`src/rtl/id_ex_alu_issue_if.sv`:
```
// ID -> issue -> EX bundle: instruction handshake on the ID side, ALU operands plus side info on the EX side.
interface id_ex_alu_issue_if;
  logic        flush;
  logic        in_valid;
  logic        in_ready;
  logic [31:0] in_inst;
  logic [31:0] in_pc;
  logic [31:0] in_rs1;
  logic [31:0] in_rs2;
  logic        out_valid;
  logic        out_ready;
  logic [31:0] ALU_DA;
  logic [31:0] ALU_DB;
  logic [3:0]  ALU_CTL;
  logic [2:0]  out_kind;
  logic [2:0]  out_funct3;
  logic [31:0] out_imm;
  logic [31:0] out_store_data;
  logic [31:0] out_pc;
  logic [4:0]  out_rd;
  logic        out_rd_we;
  logic        out_illegal;

  // master: the ID/EX environment around the stage; slave: the issue stage itself
  modport master (
    output flush, in_valid, in_inst, in_pc, in_rs1, in_rs2, out_ready,
    input  in_ready, out_valid, ALU_DA, ALU_DB, ALU_CTL, out_kind, out_funct3,
           out_imm, out_store_data, out_pc, out_rd, out_rd_we, out_illegal
  );
  modport slave (
    input  flush, in_valid, in_inst, in_pc, in_rs1, in_rs2, out_ready,
    output in_ready, out_valid, ALU_DA, ALU_DB, ALU_CTL, out_kind, out_funct3,
           out_imm, out_store_data, out_pc, out_rd, out_rd_we, out_illegal
  );
endinterface

```
`src/rtl/id_ex_alu_issue.sv`:
```
// RV32I operand/control issue stage: decodes the ID instruction, selects ALU operands and holds the ID/EX register.
module id_ex_alu_issue #(
  parameter bit SHAMT_CHECK      = 1'b1,
  parameter bit FLUSH_KEEPS_DATA = 1'b0
) (
  input logic              clk,
  input logic              rst,
  id_ex_alu_issue_if.slave bus
);
  localparam logic [6:0] OPC_OP     = 7'b0110011;
  localparam logic [6:0] OPC_OPIMM  = 7'b0010011;
  localparam logic [6:0] OPC_LOAD   = 7'b0000011;
  localparam logic [6:0] OPC_STORE  = 7'b0100011;
  localparam logic [6:0] OPC_BRANCH = 7'b1100011;
  localparam logic [6:0] OPC_LUI    = 7'b0110111;
  localparam logic [6:0] OPC_AUIPC  = 7'b0010111;
  localparam logic [6:0] OPC_JAL    = 7'b1101111;
  localparam logic [6:0] OPC_JALR   = 7'b1100111;

  localparam logic [3:0] CTL_ADD  = 4'b0000;
  localparam logic [3:0] CTL_SUB  = 4'b0010;
  localparam logic [3:0] CTL_AND  = 4'b0100;
  localparam logic [3:0] CTL_OR   = 4'b0101;
  localparam logic [3:0] CTL_XOR  = 4'b0110;
  localparam logic [3:0] CTL_SLTU = 4'b1000;
  localparam logic [3:0] CTL_SLT  = 4'b1001;
  localparam logic [3:0] CTL_SLL  = 4'b1100;
  localparam logic [3:0] CTL_SRL  = 4'b1101;
  localparam logic [3:0] CTL_SRA  = 4'b1110;

  localparam logic [2:0] KIND_ALU    = 3'd0;
  localparam logic [2:0] KIND_LOAD   = 3'd1;
  localparam logic [2:0] KIND_STORE  = 3'd2;
  localparam logic [2:0] KIND_BRANCH = 3'd3;
  localparam logic [2:0] KIND_JAL    = 3'd4;
  localparam logic [2:0] KIND_JALR   = 3'd5;
  localparam logic [2:0] KIND_UPPER  = 3'd6;

  typedef struct packed {
    logic [31:0] da;
    logic [31:0] db;
    logic [3:0]  ctl;
    logic [2:0]  kind;
    logic [2:0]  funct3;
    logic [31:0] imm;
    logic [31:0] store_data;
    logic [31:0] pc;
    logic [4:0]  rd;
    logic        rd_we;
    logic        illegal;
  } issue_t;

  // alt selects sub (funct3 000) or sra (funct3 101); it has no effect on the other ops
  function automatic logic [3:0] alu_op(input logic [2:0] f3, input logic alt);
    case (f3)
      3'b000:  alu_op = alt ? CTL_SUB : CTL_ADD;
      3'b001:  alu_op = CTL_SLL;
      3'b010:  alu_op = CTL_SLT;
      3'b011:  alu_op = CTL_SLTU;
      3'b100:  alu_op = CTL_XOR;
      3'b101:  alu_op = alt ? CTL_SRA : CTL_SRL;
      3'b110:  alu_op = CTL_OR;
      default: alu_op = CTL_AND;
    endcase
  endfunction

  logic [31:0] inst;
  logic [6:0]  opcode;
  logic [6:0]  funct7;
  logic [2:0]  funct3;
  logic        shift_imm;
  logic [31:0] imm_i, imm_s, imm_b, imm_u, imm_j;

  assign inst      = bus.in_inst;
  assign opcode    = inst[6:0];
  assign funct3    = inst[14:12];
  assign funct7    = inst[31:25];
  assign shift_imm = (funct3 == 3'b001) || (funct3 == 3'b101);

  assign imm_i = {{20{inst[31]}}, inst[31:20]};
  assign imm_s = {{20{inst[31]}}, inst[31:25], inst[11:7]};
  assign imm_b = {{19{inst[31]}}, inst[31], inst[7], inst[30:25], inst[11:8], 1'b0};
  assign imm_u = {inst[31:12], 12'b0};
  assign imm_j = {{11{inst[31]}}, inst[31], inst[19:12], inst[20], inst[30:21], 1'b0};

  issue_t dec;
  logic   legal;
  logic   writes;

  always_comb begin
    dec    = '0;
    legal  = 1'b1;
    writes = 1'b0;
    case (opcode)
      OPC_OP: begin
        dec.kind = KIND_ALU;
        dec.da   = bus.in_rs1;
        dec.db   = bus.in_rs2;
        dec.ctl  = alu_op(funct3, funct7[5]);
        writes   = 1'b1;
        legal    = (funct7 == 7'b0000000) ||
                   ((funct7 == 7'b0100000) && ((funct3 == 3'b000) || (funct3 == 3'b101)));
      end
      OPC_OPIMM: begin
        dec.kind = KIND_ALU;
        dec.da   = bus.in_rs1;
        dec.imm  = imm_i;
        writes   = 1'b1;
        if (shift_imm) begin
          dec.db  = {27'b0, inst[24:20]};
          dec.ctl = alu_op(funct3, funct3[2] & inst[30]);
          if (SHAMT_CHECK)
            legal = (funct7 == 7'b0000000) || ((funct3 == 3'b101) && (funct7 == 7'b0100000));
        end else begin
          dec.db  = imm_i;
          dec.ctl = alu_op(funct3, 1'b0);
        end
      end
      OPC_LOAD: begin
        dec.kind = KIND_LOAD;
        dec.da   = bus.in_rs1;
        dec.db   = imm_i;
        dec.imm  = imm_i;
        writes   = 1'b1;
        legal    = (funct3 != 3'b011) && (funct3 != 3'b110) && (funct3 != 3'b111);
      end
      OPC_STORE: begin
        dec.kind       = KIND_STORE;
        dec.da         = bus.in_rs1;
        dec.db         = imm_s;
        dec.imm        = imm_s;
        dec.store_data = bus.in_rs2;
        legal          = !funct3[2] && (funct3[1:0] != 2'b11);
      end
      OPC_BRANCH: begin
        // EX resolves BEQ/BNE on the zero flag of a subtract, the rest on a set-less-than
        dec.kind = KIND_BRANCH;
        dec.da   = bus.in_rs1;
        dec.db   = bus.in_rs2;
        dec.imm  = imm_b;
        dec.ctl  = !funct3[2] ? CTL_SUB : (funct3[1] ? CTL_SLTU : CTL_SLT);
        legal    = (funct3[2:1] != 2'b01);
      end
      OPC_LUI: begin
        dec.kind = KIND_UPPER;
        dec.db   = imm_u;
        dec.imm  = imm_u;
        writes   = 1'b1;
      end
      OPC_AUIPC: begin
        dec.kind = KIND_UPPER;
        dec.da   = bus.in_pc;
        dec.db   = imm_u;
        dec.imm  = imm_u;
        writes   = 1'b1;
      end
      OPC_JAL: begin
        dec.kind = KIND_JAL;
        dec.da   = bus.in_pc;
        dec.db   = 32'd4;
        dec.imm  = imm_j;
        writes   = 1'b1;
      end
      OPC_JALR: begin
        dec.kind = KIND_JALR;
        dec.da   = bus.in_pc;
        dec.db   = 32'd4;
        dec.imm  = imm_i;
        writes   = 1'b1;
        legal    = (funct3 == 3'b000);
      end
      default: legal = 1'b0;
    endcase

    // an illegal instruction still flows down the pipe, but inert apart from its flag, pc and funct3
    if (!legal) begin
      dec         = '0;
      dec.illegal = 1'b1;
      writes      = 1'b0;
    end
    dec.pc     = bus.in_pc;
    dec.funct3 = funct3;
    dec.rd     = writes ? inst[11:7] : 5'd0;
    dec.rd_we  = writes && (inst[11:7] != 5'd0);
  end

  // Handshake: a transfer happens on an edge where valid and ready are both high; the
  // stage is ready whenever its register is empty or EX is consuming it this cycle, and
  // a held instruction keeps every output bit-stable until EX takes it.
  issue_t held;
  logic   held_valid;

  assign bus.in_ready = ~held_valid | bus.out_ready;

  always_ff @(posedge clk or posedge rst) begin
    if (rst) begin
      held_valid <= 1'b0;
      held       <= '0;
    end else if (bus.flush) begin
      held_valid <= 1'b0;
      if (!FLUSH_KEEPS_DATA)
        held <= '0;
    end else if (bus.in_ready) begin
      held_valid <= bus.in_valid;
      if (bus.in_valid)
        held <= dec;
    end
  end

  assign bus.out_valid      = held_valid;
  assign bus.ALU_DA         = held.da;
  assign bus.ALU_DB         = held.db;
  assign bus.ALU_CTL        = held.ctl;
  assign bus.out_kind       = held.kind;
  assign bus.out_funct3     = held.funct3;
  assign bus.out_imm        = held.imm;
  assign bus.out_store_data = held.store_data;
  assign bus.out_pc         = held.pc;
  assign bus.out_rd         = held.rd;
  assign bus.out_rd_we      = held.rd_we;
  assign bus.out_illegal    = held.illegal;
endmodule

```
`src/flat_wrapper.sv`:
```
// flat-port wrapper written by rule: the top's interface ports become plain ports
module id_ex_alu_issue_flat 
#(
  parameter bit SHAMT_CHECK      = 1'b1,
  parameter bit FLUSH_KEEPS_DATA = 1'b0
)
  (clk, rst, bus_flush, bus_in_valid, bus_in_inst, bus_in_pc, bus_in_rs1, bus_in_rs2, bus_out_ready, bus_in_ready, bus_out_valid, bus_ALU_DA, bus_ALU_DB, bus_ALU_CTL, bus_out_kind, bus_out_funct3, bus_out_imm, bus_out_store_data, bus_out_pc, bus_out_rd, bus_out_rd_we, bus_out_illegal);
  id_ex_alu_issue_if bus_i ();
  input logic clk;
  input logic rst;
  input wire logic [$bits(bus_i.flush)-1:0] bus_flush;
  input wire logic [$bits(bus_i.in_valid)-1:0] bus_in_valid;
  input wire logic [$bits(bus_i.in_inst)-1:0] bus_in_inst;
  input wire logic [$bits(bus_i.in_pc)-1:0] bus_in_pc;
  input wire logic [$bits(bus_i.in_rs1)-1:0] bus_in_rs1;
  input wire logic [$bits(bus_i.in_rs2)-1:0] bus_in_rs2;
  input wire logic [$bits(bus_i.out_ready)-1:0] bus_out_ready;
  output wire logic [$bits(bus_i.in_ready)-1:0] bus_in_ready;
  output wire logic [$bits(bus_i.out_valid)-1:0] bus_out_valid;
  output wire logic [$bits(bus_i.ALU_DA)-1:0] bus_ALU_DA;
  output wire logic [$bits(bus_i.ALU_DB)-1:0] bus_ALU_DB;
  output wire logic [$bits(bus_i.ALU_CTL)-1:0] bus_ALU_CTL;
  output wire logic [$bits(bus_i.out_kind)-1:0] bus_out_kind;
  output wire logic [$bits(bus_i.out_funct3)-1:0] bus_out_funct3;
  output wire logic [$bits(bus_i.out_imm)-1:0] bus_out_imm;
  output wire logic [$bits(bus_i.out_store_data)-1:0] bus_out_store_data;
  output wire logic [$bits(bus_i.out_pc)-1:0] bus_out_pc;
  output wire logic [$bits(bus_i.out_rd)-1:0] bus_out_rd;
  output wire logic [$bits(bus_i.out_rd_we)-1:0] bus_out_rd_we;
  output wire logic [$bits(bus_i.out_illegal)-1:0] bus_out_illegal;
  assign bus_i.flush = bus_flush;
  assign bus_i.in_valid = bus_in_valid;
  assign bus_i.in_inst = bus_in_inst;
  assign bus_i.in_pc = bus_in_pc;
  assign bus_i.in_rs1 = bus_in_rs1;
  assign bus_i.in_rs2 = bus_in_rs2;
  assign bus_i.out_ready = bus_out_ready;
  assign bus_in_ready = bus_i.in_ready;
  assign bus_out_valid = bus_i.out_valid;
  assign bus_ALU_DA = bus_i.ALU_DA;
  assign bus_ALU_DB = bus_i.ALU_DB;
  assign bus_ALU_CTL = bus_i.ALU_CTL;
  assign bus_out_kind = bus_i.out_kind;
  assign bus_out_funct3 = bus_i.out_funct3;
  assign bus_out_imm = bus_i.out_imm;
  assign bus_out_store_data = bus_i.out_store_data;
  assign bus_out_pc = bus_i.out_pc;
  assign bus_out_rd = bus_i.out_rd;
  assign bus_out_rd_we = bus_i.out_rd_we;
  assign bus_out_illegal = bus_i.out_illegal;
  id_ex_alu_issue #(.SHAMT_CHECK(SHAMT_CHECK), .FLUSH_KEEPS_DATA(FLUSH_KEEPS_DATA)) u_core (.clk(clk), .rst(rst), .bus(bus_i));
endmodule
```
`config.mk`:
```
export PLATFORM = sky130hd
export DESIGN_NAME = id_ex_alu_issue_flat
export DESIGN_NICKNAME = d
export VERILOG_FILES = /design/src/rtl/id_ex_alu_issue_if.sv /design/src/rtl/id_ex_alu_issue.sv /design/src/flat_wrapper.sv
export SDC_FILE = /design/constraint.sdc
export NUM_CORES = 1
export LEC_CHECK = 0
export ABC_AREA = 1
export BUFFER_PORTS_ARGS = -buffer_cell sky130_fd_sc_hd__buf_2
export CORE_UTILIZATION = 51
export DETAILED_ROUTE_END_ITERATION = 8
export PLACE_DENSITY = 0.86
export SLEW_MARGIN = 20
export SYNTH_ARGS = -nofsm -noshare
export SYNTH_HDL_FRONTEND = slang
export SYNTH_SLANG_ARGS = --single-unit
```
`constraint.sdc`:
```
create_clock -name clk -period 6.6 [get_ports clk]
set_input_delay 0.99 -clock clk [delete_from_list [all_inputs] [get_ports clk]]
set_output_delay 0.99 -clock clk [all_outputs]
set_load 0.05 [all_outputs]
```
==> results.txt, run 1 <==
The flow ran to the end, and the final reports show no timing, DRC or antenna violations. The number of global-route vias before repair came to roughly 9k. The global-route wire length before repair came out at roughly 47,000 um. In this run, synthesis produced a sequential element count of between 150 and 200. Setup repair after global routing left no endpoint under its margin. In this run the horizontal extent of the chip is 136 um.

The largest area contributor in the synthesized netlist is sky130_fd_sc_hd__dfrtp_1. The proportion of synthesized flip-flops having asynchronous set or reset is 100%. The area of the mapped netlist came out at ~0.0092 sq mm. For this design the static power due to leakage is between 0.006 and 0.007 uW.

The worst hold path depth is 2. The number of warning messages in the yosys log came out at 0. Setup violations remaining at the end of the flow were counted as 0. The net count after synthesis came out at around 1.4k. Summing all non-filler instances in the final layout gives an area of between 0.01 and 0.015 sq mm. Ranked by instance count, the synthesized netlist is headed by sky130_fd_sc_hd__nand2_1 (529), sky130_fd_sc_hd__dfrtp_1 (178), sky130_fd_sc_hd__nand3_1 (172). The number of iterations in the first detailed-routing pass came out at 6. The cell-internal power came out at approximately 1800 uW. The routed wire length is around 31,000 um.

The number of sinks on the clock net came out at between 150 and 200. At the placement stage, the worst setup path has a slack of about 2600 ps. The initial utilization of the core area, before any placement, comes to between 50% and 60%.

The row count is 48. The worst setup path is launched from an input port. TritonCTS created 17 clock buffers.

The cell area after placement came out at roughly 0.011 sq mm. In this run the mean area of a mapped cell was about 7.2 sq um. The portion of the post-synthesis area used by sequential elements is a little under 50%. The global-route congestion overflow total came out at 0. The number of resized instances in the post-cts repair step came out at 0.

The initial antenna violation count came out at 4. The overall die height is 136 um. Dividing total power by cell area gives a power density of 215 mW/mm^2. For the final database, setup skew stands at between 8 and 9 ps.

The all-layer global routing usage is 33.2%. The largest vdd supply drop is between 0.15 and 0.2 mV. The final layout contains approximately 1.7k nets. Entering global routing, the biggest net connects 97 pins. At the end of routability-driven placement, the weighted congestion stood at between 0.9 and 1.

Data on the critical path arrives at its endpoint at between 4000 and 5000 ps. The transition time at the pin with the least slew margin came out at 1100 ps. Across all layers, the routed design uses roughly 9.6k vias. The mean number of vias per cell is about 5.4. The H-tree depth is 4.

The number of buffers inserted for hold repair after clock tree synthesis came out at 0. The dominant register cell in the synthesized netlist is sky130_fd_sc_hd__dfrtp_1. The core area came out at roughly 0.017 sq mm. The tree is rooted in a sky130_fd_sc_hd__clkbuf_16. Across all register-to-register paths, the minimum setup slack is between 3000 and 4000 ps. Synthesis produced a netlist whose cell count is 1,275. The clock tree buffer depth is 2. The switching part of the total is about 27%. TritonCTS built the clock tree. In this run the post-CTS setup repair buffer count came out at 0. The later-pin clock latency in the skew report came out at roughly 430 ps. The number of enable flip-flop cells after synthesis came out at 0.

The clock network power share is approximately 43%. For hold timing, the worst endpoint is u_core.bus.ALU_DB[11]. After detailed routing, the number of remaining DRC violations is 0. By instance count, the leading cell after synthesis is sky130_fd_sc_hd__nand2_1. The post-detailed-route wirelength per cell came out at between 15 and 20 um. The max-capacitance violation count came out at 0. The required time of the worst setup path came out at 6970 ps. The floorplan die area came out at roughly 0.019 sq mm. Yosys attributes the largest share of cell area to sky130_fd_sc_hd__dfrtp_1 (48%), sky130_fd_sc_hd__nand2_1 (22%), sky130_fd_sc_hd__nand3_1 (9.4%). In this run the critical register-to-register path is launched from u_core.bus.out_valid. The number of input and output port buffers inserted is 311.

The final worst-path cycle share came out at 56.1%. The destination of the worst register-to-register timing path is u_core.bus.ALU_DB[8]. The worst min-delay path startpoint is u_core.bus.ALU_DB[11]. The detailed router finished its first iteration with ~940 violations. The net switching power is 664 uW. The worst-case headroom to the max-slew limit came out at roughly a quarter.

The sequential group share of total power came out at a little under half. Combinational cells account for between 10% and 20% of the total power. In this run the remaining antenna-violating nets after routing total 0. The number of hold violations in the final report came out at 0. The top-level port count is ~310.

The worst setup path is captured at a flop. The half-perimeter wire length after placement came out at 21,600 um. Cells with a size suffix above 1 make up 24.3% of the layout. After layout, the minimum clock period comes to around 3700 ps. The number of pins exceeding their max-slew limit in the final report is 0. The maximum fanout along the worst path is 85.

After synthesis, the largest area contributor takes up between 40% and 50% of total cell area. The worst setup path is of the input port to flop kind. The highest attainable clock frequency is approximately 270 MHz. The final-layout setup total negative slack came out at 0 ps. Counting distinct cell types in the post-synthesis netlist gives 28. The growth of design area from synthesis to finish is 23.2%. Counting cells, the worst reg-to-reg path comes to 7. After clock tree synthesis, the clock-pin slew on the worst setup and hold paths is approximately 70 ps.

The min-delay analysis places its worst path in the category flop to flop. For this run, the share of the core covered by cells in the final layout is between 60 and 70%. Once routing completed, OpenROAD measured the worst setup slack at 2900 ps.
cell type report:
type,count,area [sq um]
Antenna cell,2,5.00
Clock buffer,18,429
Tap cell,225,282
Timing Repair Buffer,320,1620
Fill cell,1569,6140
Multi-Input combinational cell,935,4070
Clock inverter,13,173
Inverter,80,308
Sequential cell,178,4450
registers in the layout, summed over array words and instances, names as in the netlist:
register	cells
u_core.bus.out_valid	1
u_core.bus.out_illegal	1
u_core.bus.out_imm	32
u_core.bus.ALU_DB	32
u_core.bus.out_rd	5
u_core.bus.out_store_data	32
u_core.bus.out_rd_we	1
u_core.bus.ALU_DA	32
u_core.bus.out_kind	3
u_core.bus.out_funct3	3
u_core.bus.ALU_CTL	4
u_core.bus.out_pc	32
worst max-delay path: stages:
cell and delay (ps):
sky130_fd_sc_hd__buf_2 110, sky130_fd_sc_hd__inv_1 70, sky130_fd_sc_hd__nand2_1 60, sky130_fd_sc_hd__nor2_2 740, sky130_fd_sc_hd__nand2_1 240, sky130_fd_sc_hd__nand3_1 200, sky130_fd_sc_hd__nor2_1 90, sky130_fd_sc_hd__nand3_4 630
sky130_fd_sc_hd__buf_4 630, sky130_fd_sc_hd__nand3_1 160, sky130_fd_sc_hd__nand2_1 90
cells by family after synthesis:
| group | after synthesis | synth area share, % |
|---|---|---|
| buf+inv | 162 | 7.57 |
| compound gates | 101 | 6.89 |
| flops | 178 | 48.4 |
| simple gates | 834 | 37.1 |
through the flow:
step / hold slack [ps] / total power [uW] / cells
after floorplan: 760 / 1300 / 1275
after global placement: 457 / 1400 / 1738
after detailed placement: 460 / 1400 / 1738
after CTS: 478 / 2440 / 1769
after global routing: 495 / 2500 / 1770
final: 475 / 2440 / 1771
metal layers:
| layer | GRT usage, % | up-vias | routed length [um] |
|---|---|---|---|
| met2 | 53.4 | 524 | 14400 |
| li1 | - | 4552 | - |
| met5 | 0 | - | 33 |
| met1 | 41.2 | 4414 | 12000 |
| met4 | 17.3 | 4 | 1360 |
| met3 | 8.13 | 93 | 2770 |
worst max path at each step:
stage / startpoint / end / slack, ps / depth (start not counted)
global placement: bus_in_inst[3] / u_core.bus.out_store_data[12] / 2680 / 11
floorplan: rst / u_core.bus.ALU_CTL[0] / 780 / 1
CTS: bus_in_inst[3] / u_core.bus.out_store_data[25] / 3000 / 11
finish: bus_in_inst[3] / u_core.bus.out_store_data[25] / 2900 / 11
detailed placement: bus_in_inst[3] / u_core.bus.out_store_data[25] / 2560 / 11
global route: bus_in_inst[3] / u_core.bus.out_store_data[25] / 2610 / 11
placed cells by master (no fill, tap or decap), types with 3 or more instances in the layout:
master                       synthesis  layout
sky130_fd_sc_hd__nor2_2              5       4
sky130_fd_sc_hd__bufinv_16           0       3
sky130_fd_sc_hd__inv_6               0       5
sky130_fd_sc_hd__nand3_1           172     172
sky130_fd_sc_hd__buf_2              26     311
sky130_fd_sc_hd__nand2_2             4       5
sky130_fd_sc_hd__a22o_1             32      32
sky130_fd_sc_hd__nand2_1           529     528
sky130_fd_sc_hd__clkinvlp_4          0       3
sky130_fd_sc_hd__nor2_4              2       3
sky130_fd_sc_hd__o21ai_0            58      58
sky130_fd_sc_hd__inv_1              70      69
sky130_fd_sc_hd__buf_4               9       9
sky130_fd_sc_hd__dfrtp_1           178     178
sky130_fd_sc_hd__a21oi_1             5       5
sky130_fd_sc_hd__nor2_1            116     116
sky130_fd_sc_hd__clkbuf_16           0      17
sky130_fd_sc_hd__inv_2               9       9
power by group through the flow:
stage,combinational (uW),clock [uW],sequential [uW]
2_1_floorplan,112,0,1180
3_3_place_gp,266,0,1130
3_5_place_dp,267,0,1130
4_1_cts,269,1060,1110
5_1_grt,290,1100,1110
6_report,270,1050,1110
Note: power is estimated with default switching activity, not from simulation.
==> run 2, diff against run 1 <==
--- a/config.mk
+++ b/config.mk
@@ -7,9 +7,9 @@
 export LEC_CHECK = 0
 export ABC_AREA = 1
 export BUFFER_PORTS_ARGS = -buffer_cell sky130_fd_sc_hd__buf_2
-export CORE_UTILIZATION = 51
+export CORE_UTILIZATION = 46
 export DETAILED_ROUTE_END_ITERATION = 8
-export PLACE_DENSITY = 0.86
+export PLACE_DENSITY = 0.82
 export SLEW_MARGIN = 20
 export SYNTH_ARGS = -nofsm -noshare
 export SYNTH_HDL_FRONTEND = slang
==> constraint.sdc (replaced) <==
create_clock -name clk -period 3.16 [get_ports clk]
set_input_delay 0.474 -clock clk [delete_from_list [all_inputs] [get_ports clk]]
set_output_delay 0.474 -clock clk [all_outputs]
set_load 0.05 [all_outputs]
==> run 2 against run 1 <==
Critical path type unchanged; non-clock buffer count is 12 higher; clock-buffer cell count stayed put; largest cell class unchanged; highest routed layer unchanged; die area is 11% higher; first-iteration DRC count is 1.5% lower; critical path depth is 2 higher; wire length is 1.8% higher.
==> results.txt, run 2 (same netlist as run 1, synthesis figures left out) <==
The row count is a little over 50. For this block, the via count after detailed routing is roughly 9.7k. The routability-driven placement congestion ratio came out at roughly 0.95. The number of buffers inserted for hold repair after clock tree synthesis came out at 0. The initial standard-cell utilization of the core is a little under half. The post-CTS setup buffer count came out at 0. The share of final-layout standard cells stronger than drive strength 1 is 24.8%. The initial antenna violation count is 4.

The maximum fanout along the worst path is 33. The number of pins exceeding their max-slew limit in the final report came out at 0. After detailed routing, the average wire length per cell comes to roughly 17 um.

Dividing the detail-routed via count by the number of cells gives ~5.3. In this run the remaining antenna-violating nets after routing total 0. Adding up every negative setup slack in the final design gives 0 ps. The worst setup skew after layout is just under 9 ps. The final worst-path cycle share came out at 73.0%. The number of resized instances in the post-cts repair step is 0. The tightest hold path in the finished design has a slack of a little under 300 ps. The buffer type at the clock tree root is sky130_fd_sc_hd__clkbuf_16. The total overflow left after global routing is 0. The number of hold violations in the final report was 0.

The clock transition at the registers of the reported paths is around 70 ps. The number of sinks on the clock net came out at roughly 180. The later-pin clock latency in the skew report is between 400 and 500 ps. In this run the static leakage power is approximately 0.007 uW. In the final design database the tool counted approximately 1.7k nets. Setup repair after global routing left no endpoint under its margin. The max-capacitance violation count is 0. The arrival time at the worst endpoint is 2630 ps.

The highest attainable clock frequency is around 430 MHz. The H-tree was split into 4 levels. The transition time at the pin with the least slew margin is between 900 and 1000 ps.

The half-perimeter wire length after placement is 22,400 um. The number of clock buffers inserted by TritonCTS came out at 17. The die is around 140 um wide. The global-route wire length before repair came out at 46,700 um. STA classifies the critical path startpoint as an input port. The number of global-route vias before repair came out at between 8k and 9k. The die is 143 um tall. The number of iterations in the first detailed-routing pass is 6.

The number of input and output port buffers inserted is about 310. The leading cell type in the layout, fill and taps excluded is sky130_fd_sc_hd__nand2_1. The total power divided by cell area came out at between 400 and 500 mW/mm^2. In the layout the commonest cells are sky130_fd_sc_hd__nand2_1 (529), sky130_fd_sc_hd__buf_2 (311), sky130_fd_sc_hd__dfrtp_1 (178).

The pin count of the biggest net entering global routing is between 150 and 200. The floorplan die area came out at slightly above 0.02 sq mm. The worst setup path is captured at a flop. The top-level port count came out at 312. TritonCTS built the clock tree. The routed wire length is around 31,000 um.

The number of fill cells came out at about 1.9k. The growth of design area from synthesis to finish is 25.1%. The all-layer global routing usage is between 30% and 40%. The count of final setup violators is 0. The worst hold path belongs to the class input port to flop.

The required time of the worst setup path came out at between 3000 and 4000 ps. The final critical delay including setup and external delays is around 2300 ps. The worst setup path is of the input port to flop kind. The core area is 0.0195 sq mm. Measured against its own limit, the worst slew margin works out to 34.7%. After detailed routing, the number of remaining DRC violations is 0. The flow ran to the end, and the final reports show no timing, DRC or antenna violations. The clock tree buffer depth came out at 2. The largest vdd supply drop is 0.385 mV. For this block, the initial DRC count from the detailed router was about 930.
## run 2: cell types whose count changed in the layout (fill, tap and decap cells not counted)
cell,delta
sky130_fd_sc_hd__buf_12,+6
sky130_fd_sc_hd__buf_4,+6
sky130_fd_sc_hd__bufinv_16,-2
sky130_fd_sc_hd__clkbuf_1,-1
sky130_fd_sc_hd__clkbuf_8,+1
sky130_fd_sc_hd__clkinv_2,+1
sky130_fd_sc_hd__diode_2,-1
sky130_fd_sc_hd__inv_6,-1
sky130_fd_sc_hd__inv_8,+1
sky130_fd_sc_hd__nand2_1,+1
sky130_fd_sc_hd__nand2_2,-1
sky130_fd_sc_hd__nor2_2,-1
sky130_fd_sc_hd__nor2_4,+1
## run 2: worst paths after layout
check	from	endpoint	slack, ps	cells past startpoint
max	bus_in_inst[5]	u_core.bus.ALU_DB[14]	850	13
min	bus_in_pc[28]	u_core.bus.out_pc[28]	290	2
max reg2reg	u_core.bus.out_valid	u_core.bus.ALU_DA[4]	980	8
min reg2reg	u_core.bus.ALU_DA[15]	u_core.bus.ALU_DA[15]	480	2
max in group asynchronous	rst	u_core.bus.out_store_data[31]	2100	3
min in group asynchronous	rst	u_core.bus.ALU_DA[9]	340	3
## run 2: per-stage QoR
stage / std cells / utilization (%) / setup WS [ps] / cell area [sq um] / total power (uW)
2_1_floorplan: 1275 / - / 405 / 9210 / 2710
3_3_place_gp: 1790 / 56.1 / 168 / 10900 / 2940
3_5_place_dp: 1790 / 56.1 / 469 / 11000 / 2940
4_1_cts: 1820 / 59.0 / 889 / 11500 / 4990
5_1_grt: 1820 / 59.0 / 649 / 11500 / 5120
6_report: 1821 / 59.0 / 852 / 11500 / 4970
## run 2: routing by layer
layer	track usage (%)	up-vias	routed length [um]
li1	-	4569	-
met1	37.1	4522	12200
met2	50.3	541	14800
met3	6.90	73	3070
met4	13.7	6	1090
met5	0	-	35
## run 2: area by class of cell
type / instances / area (sq um) / share of cell area, %
diodes: 1 / 2.50 / 0.0217
clock buffers: 18 / 439 / 3.81
clock inverters: 12 / 121 / 1.05
inverters: 80 / 307 / 2.66
multi-input cells: 935 / 4070 / 35.3
flip-flops and latches: 178 / 4450 / 38.7
well taps: 265 / 332 / 2.88
repair buffers: 332 / 1790 / 15.5
## run 2: critical path: stages
cell	delay [ps]
sky130_fd_sc_hd__buf_2	130
sky130_fd_sc_hd__nor2_1	60
sky130_fd_sc_hd__nand2_1	120
sky130_fd_sc_hd__inv_1	50
sky130_fd_sc_hd__nand2_1	120
sky130_fd_sc_hd__nand2_1	110
sky130_fd_sc_hd__nor2_4	560
sky130_fd_sc_hd__nand2_1	100
sky130_fd_sc_hd__nand2_1	340
sky130_fd_sc_hd__buf_4	320
sky130_fd_sc_hd__nor2_1	90
sky130_fd_sc_hd__nand2_1	80
sky130_fd_sc_hd__nand2_1	60
## run 2: report_power, final
group | internal, uW | switching [uW]
logic | 152 | 430
clock network | 1120 | 944
registers | 2310 | 15.8
total | 3580 | 1390
